**config.mk**
```make
export PLATFORM = sky130hd
export DESIGN_NAME = fifo_wr_arb
export DESIGN_NICKNAME = d
export VERILOG_FILES = /design/src/rtl/fifo_arb_pkg.sv /design/src/rtl/rr_pick.sv /design/src/rtl/fifo_wr_arb.sv
export SDC_FILE = /design/constraint.sdc
export NUM_CORES = 1
export LEC_CHECK = 0
export ABC_AREA = 1
export CELL_PAD_IN_SITES_DETAIL_PLACEMENT = 1
export CELL_PAD_IN_SITES_GLOBAL_PLACEMENT = 2
export CORE_UTILIZATION = 21
export CTS_CLUSTER_SIZE = 28
export DETAILED_ROUTE_END_ITERATION = 10
export HOLD_SLACK_MARGIN = 0.1
export MAX_ROUTING_LAYER = met4
export PLACE_DENSITY = 0.83
export SLEW_MARGIN = 40
export SYNTH_ARGS = -nofsm -noshare
export SYNTH_HDL_FRONTEND = slang
export SYNTH_SLANG_ARGS = --single-unit
```
**constraint.sdc**
```tcl
create_clock -name clk_i -period 3.5 [get_ports clk_i]
set_input_delay 1.05 -clock clk_i [delete_from_list [all_inputs] [get_ports clk_i]]
set_output_delay 1.05 -clock clk_i [all_outputs]
set_load 0.03 [all_outputs]
```
**src/rtl/fifo_arb_pkg.sv**
```systemverilog
// Shared definitions for the FIFO port arbiters: FSM encoding and width helpers.
package fifo_arb_pkg;

  typedef enum logic [0:0] {
    IDLE = 1'b0,
    OWN  = 1'b1
  } arb_state_e;

  // Ceiling log2 for constant width derivation; returns 0 for v <= 1.
  function automatic int unsigned clog2(input int unsigned v);
    int unsigned r;
    r = 0;
    for (int unsigned i = 0; i < 32; i++) begin
      if ((64'd1 << i) < 64'(v)) r = i + 1;
    end
    return r;
  endfunction

  // Round-robin successor with explicit wrap for non-power-of-2 counts.
  function automatic int unsigned rr_next(input int unsigned i, input int unsigned n);
    return (i + 1 >= n) ? 0 : i + 1;
  endfunction

endpackage

```
**src/rtl/rr_pick.sv**
```systemverilog
// Rotating priority encoder: first set request bit searching from ptr upward, mod N.
module rr_pick
  import fifo_arb_pkg::*;
#(
  parameter int unsigned N  = 4,
  parameter int unsigned IW = clog2(N)
) (
  input  logic [N-1:0]  req,
  input  logic [IW-1:0] ptr,
  output logic [IW-1:0] idx,
  output logic          any
);

  int j;

  // Walk offsets from farthest to nearest so the nearest set bit wins.
  always_comb begin
    idx = '0;
    any = |req;
    j   = 0;
    for (int i = int'(N) - 1; i >= 0; i--) begin
      j = (int'(ptr) + i) % int'(N);
      if (req[IW'(j)]) idx = IW'(j);
    end
  end

endmodule

```
**src/rtl/fifo_wr_arb.sv**
```systemverilog
// Round-robin write-port arbiter for the shared FIFO: bounded bursts per grant,
// back-pressured by the FIFO full flag.
module fifo_wr_arb
  import fifo_arb_pkg::*;
#(
  parameter int unsigned NREQ  = 4,
  parameter int unsigned DW    = 4,
  parameter int unsigned BURST = 2
) (
  input  logic               clk_i,
  input  logic               rst_i,
  input  logic [NREQ-1:0]    req_i,
  input  logic [NREQ*DW-1:0] dat_i,
  input  logic               full_i,
  output logic [NREQ-1:0]    gnt_o,
  output logic [NREQ-1:0]    ack_o,
  output logic               wen_o,
  output logic [DW-1:0]      dat_o,
  output logic               busy_o
);

  localparam int unsigned IW = clog2(NREQ);
  localparam int unsigned BW = clog2(BURST + 1);

  arb_state_e      state;
  logic [IW-1:0]   owner;
  logic [IW-1:0]   ptr;
  logic [BW-1:0]   bcnt;

  logic [IW-1:0]   pick_idx;
  logic            pick_any;
  logic [DW-1:0]   slice [NREQ];
  logic            owner_req_c;
  logic            accept_c;
  logic            drop_c;

  rr_pick #(.N(NREQ), .IW(IW)) u_pick (
    .req (req_i),
    .ptr (ptr),
    .idx (pick_idx),
    .any (pick_any)
  );

  for (genvar k = 0; k < int'(NREQ); k++) begin : g_slice
    assign slice[k] = dat_i[k*DW +: DW];
  end

  // Write path is combinational from the registered owner so full_i gates it same-cycle.
  assign owner_req_c = req_i[owner];
  assign accept_c    = (state == OWN) && owner_req_c && !full_i;
  assign wen_o       = accept_c;
  assign ack_o       = NREQ'(accept_c) << owner;
  assign dat_o       = slice[owner];
  assign busy_o      = (state == OWN);

  // Release on the last word of a burst, or when the owner withdraws.
  assign drop_c = (accept_c && ((bcnt + BW'(1)) == BW'(BURST)))
                || ((state == OWN) && !owner_req_c);

  always_ff @(posedge clk_i) begin
    if (rst_i) begin
      state <= IDLE;
      owner <= '0;
      ptr   <= '0;
      bcnt  <= '0;
      gnt_o <= '0;
    end else begin
      case (state)
        IDLE: begin
          if (pick_any) begin
            owner <= pick_idx;
            bcnt  <= '0;
            gnt_o <= NREQ'(1) << pick_idx;
            state <= OWN;
          end
        end
        OWN: begin
          if (drop_c) begin
            ptr   <= IW'(rr_next(32'(owner), NREQ));
            gnt_o <= '0;
            state <= IDLE;
          end else if (accept_c) begin
            bcnt <= bcnt + BW'(1);
          end
        end
        default: state <= IDLE;
      endcase
    end
  end

endmodule

```
==> key figures <==
Synthesis
  • Synth Warn #: 0
  • Seq cells post-synth: 11
  • Synth Net Count: 168
  • Register area share after synthesis: 26.0%
  • Synth cell types: 22
  • Cells after Synth: 143
  • Mean Syn Cell Area: 5.91 um2
  • Mapped Area: 846 um2

Clock network
  • Worst-Skew Late Latency: 240 ps
  • H-tree levels: 1
  • Postcts setup bufs: 0
  • Hold buffers post-CTS: 0
  • Clock-pin slew on the worst setup and hold paths: 50 ps
  • TritonCTS clock tree: yes
  • Clock tree sinks: 11
  • Root Driver: clkbuf_8
  • Num CTS Buffers: 3
  • CTS max path bufs: 2

Timing
  • Final max-slew violation count: 0
  • Final setup fails: 0
  • Slew Limit Headroom: 75.6%
  • RSZ-0062 raised after global routing: false
  • Clock Skew: 5.15 ps
  • FMAX: 295 MHz
  • Worst-Margin Slew: 365 ps
  • Endpoints failing hold: 0
  • Tmin final: 3390 ps
  • Setup slack after layout: 108 ps
  • Tcrit/Tclk final: 96.9%

Detailed routing
  • Drt total wl: 2.76 mm
  • Routed length per instance: 11.9 um
  • Antenna Nets Post-Route: 0
  • DR vias/cell: 4.53
  • Number of remaining DRC errors: 0
  • 1st-iter DRT viols: 37
  • Drt first pass iters: 4
  • Vias: 1052

Worst setup path
  • Critical path's largest stage delay: 530 ps
  • Slowest cell on crit path: clkdlybuf4s50_1
  • FF-to-FF Start: ptr[0]
  • Family with the most delay on the worst path: buffers and inverters
  • Crit Path Max Fanout: 4
  • WP buf/inv: 3
  • R2r setup slk: 1760 ps
  • Startpoint Class: input port
  • Crit Path Category: input port to primary output
  • Crit path capture type: primary output
  • Worst EP required: 2450 ps
  • CP cell instances: clkdlybuf4s50_1 -> nor2_1 -> o21ai_2 -> nand2_1 -> inv_2 -> nand2_1 -> nor2_2 -> buf_6
  • R2R Path End: gnt_o[1]
  • R2R cell count: 10
  • Crit path arrival time: 2340 ps
  • Critical path's most frequent cell: nand2_1

Die
  • Die Height: 65.5 um
  • I/O pin count: 37
  • DIE AREA: 4290 um2
  • Core Area: 3770 um2
  • Starting density of the core: 22.4%
  • Cell row count: 22
  • Die Wd: 65.5 um

Final layout
  • Fraction of layout cells with a size suffix above 1: 19.0%
  • NumNets Final: 210
  • Filler cells: 485
  • Storage element area: 220 um2
  • Multi-input logic area: 546 um2
  • Area grow syn2layout: 55.3%
  • N_diodes: 0
  • Final Util: 34.8%

Pwr
  • Leakage: 0.594 nW
  • Sw Pwr: 0.252 mW
  • Pwr Density: 449 nW/um2
  • Int Pwr: 0.338 mW
  • Worst VDD drop: 0.000188 V
  • Gate power share: 49.6%
  • Clock power frac: 22.3%
  • Sw Ratio: 42.7%
  • Sequential share of power: 28.1%

Place
  • Hpwl dp: 2.25 mm
  • Setup Slack @ Placement: -3.74 ps
  • I/O Buffers: 36
  • GP Congestion: 0.805

Global route
  • GRT Max-Usage Layer: met2
  • Met3 GRT Util: 2.08%
  • Grt met2 use: 24.7%
  • Vias in the first global route: 1120
  • Largest net degree at the start of global routing: 13
  • GR Layer Usage met1: 18.3%
  • Global Route Usage Sum: 15.0%
  • Overflow after GRT: 0
  • First-pass GRT wire length: 4.92 mm
  • Initial antenna violation count: 0

Worst hold path
  • Hold path startpoint: gnt_o[2]
  • Worst hold path class: register to register
  • Worst hold stages: 2
  • Worst Hold End: gnt_o[2]

Run status
  • Status: complete, no violations

Flow run
  • Max-cap violations: 0
## cell families (layout without fill, tap and decap cells)
kind of cell,after synthesis,after routing,synth area share [%]
AOI/OAI and AO/OA,35,35,24.1
adders and majority gates,2,2,2.96
buffers and inverters,20,61,9.76
DFF,11,11,26.0
and+or+nand+nor,75,75,37.1
## sequential cells by signal (all words and copies together), names as in the netlist
name / count
bcnt: 2
busy_o: 1
owner: 2
gnt_o: 4
ptr: 2
## per-layer routing
layer / share of wire, % / vias to the layer above
li1: - / 550
met1: 48 / 481
met2: 48 / 16
met3: 2.5 / 5
met4: 1.6 / 0
met5: 0 / -
## cell usage in the layout, fill, tap and decap left out, types with 2 or more instances in the layout
cell and instances:
a21oi_1 9, a21oi_2 3, buf_4 12, clkbuf_8 3
clkdlybuf4s50_1 26, dfxtp_1 11, ha_1 2, inv_1 10
inv_2 6, nand2_1 41, nand2_2 5, nand3_1 7
nand4_1 2, nor2_1 16, nor2_2 3, o21ai_0 11
o21ai_1 4, o21ai_2 2, o22ai_1 4
## cells in the mapped netlist
library cell / number / area, um2
dfxtp_1: 11 / 220
nand4_1: 2 / 12.5
nor2_1: 17 / 63.8
o21ai_2: 2 / 17.5
buf_6: 1 / 11.3
o22ai_1: 4 / 25.0
clkbuf_1: 2 / 7.51
inv_2: 5 / 18.8
nand2_1: 41 / 154
o21a_1: 1 / 7.51
nor2_2: 2 / 12.5
nor3_1: 1 / 5.00
nand2_2: 5 / 31.3
nand3_1: 7 / 35.0
o21ai_1: 4 / 20.0
ha_1: 2 / 25.0
buf_1: 1 / 3.75
o21ai_0: 11 / 55.1
a21oi_2: 3 / 26.3
a21oi_1: 9 / 45.0
a211oi_1: 1 / 7.51
inv_1: 11 / 41.3
## through the flow
stage          area, um2  power, mW  hold slack (ps)  std cells  TNS, ps
2_1_floorplan        846      0.356              429        143        0
3_3_place_gp        1260      0.456              437        228        0
3_5_place_dp        1260      0.464              459        228    -3.74
4_1_cts             1310      0.594              467        232        0
5_1_grt             1310      0.636              495        232        0
6_report            1310      0.590              464        232        0
## how the worst max path moves through the flow
stage / from / cells past startpoint / to / slack [ps]
2_1_floorplan: req_i[1] / 8 / ack_o[0] / 330
3_3_place_gp: dat_i[10] / 4 / dat_o[2] / 40
3_5_place_dp: dat_i[10] / 4 / dat_o[2] / -4
4_1_cts: req_i[3] / 8 / ack_o[0] / 20
5_1_grt: req_i[1] / 10 / ack_o[1] / 6
6_report: req_i[3] / 8 / ack_o[0] / 110
## power by group through the flow
stage | logic (mW) | clock network, mW | registers [mW]
2_1_floorplan | 0.181 | 0 | 0.175
3_3_place_gp | 0.289 | 0 | 0.167
3_5_place_dp | 0.295 | 0 | 0.168
4_1_cts | 0.295 | 0.133 | 0.166
5_1_grt | 0.324 | 0.141 | 0.170
6_report | 0.293 | 0.131 | 0.166
## what timing repair did
action                                  CTS  global route
endpoints found under the setup margin    1             4
pin swaps                                 0             1
cloned                                    0             0
gates resized for setup                   1             4
## final cells by class
type / instances / share of cell area, %
tap: 48 / 4.57
clock buffer: 4 / 3.43
multi-input combinational: 112 / 41.5
inverter: 16 / 4.57
sequential: 11 / 16.8
timing repair buffer: 41 / 29.1
## worst register-to-register path: stages, from the launching register on
cell     delay, ps
dfxtp_1        530
inv_1          210
nand2_1        130
nand3_1        100
nand2_1         90
nand3_1        100
nand2_1         80
nand2_1         90
nand2_1        130
nand2_1         90
a21oi_2        120
(Power assumes the default switching activity.)
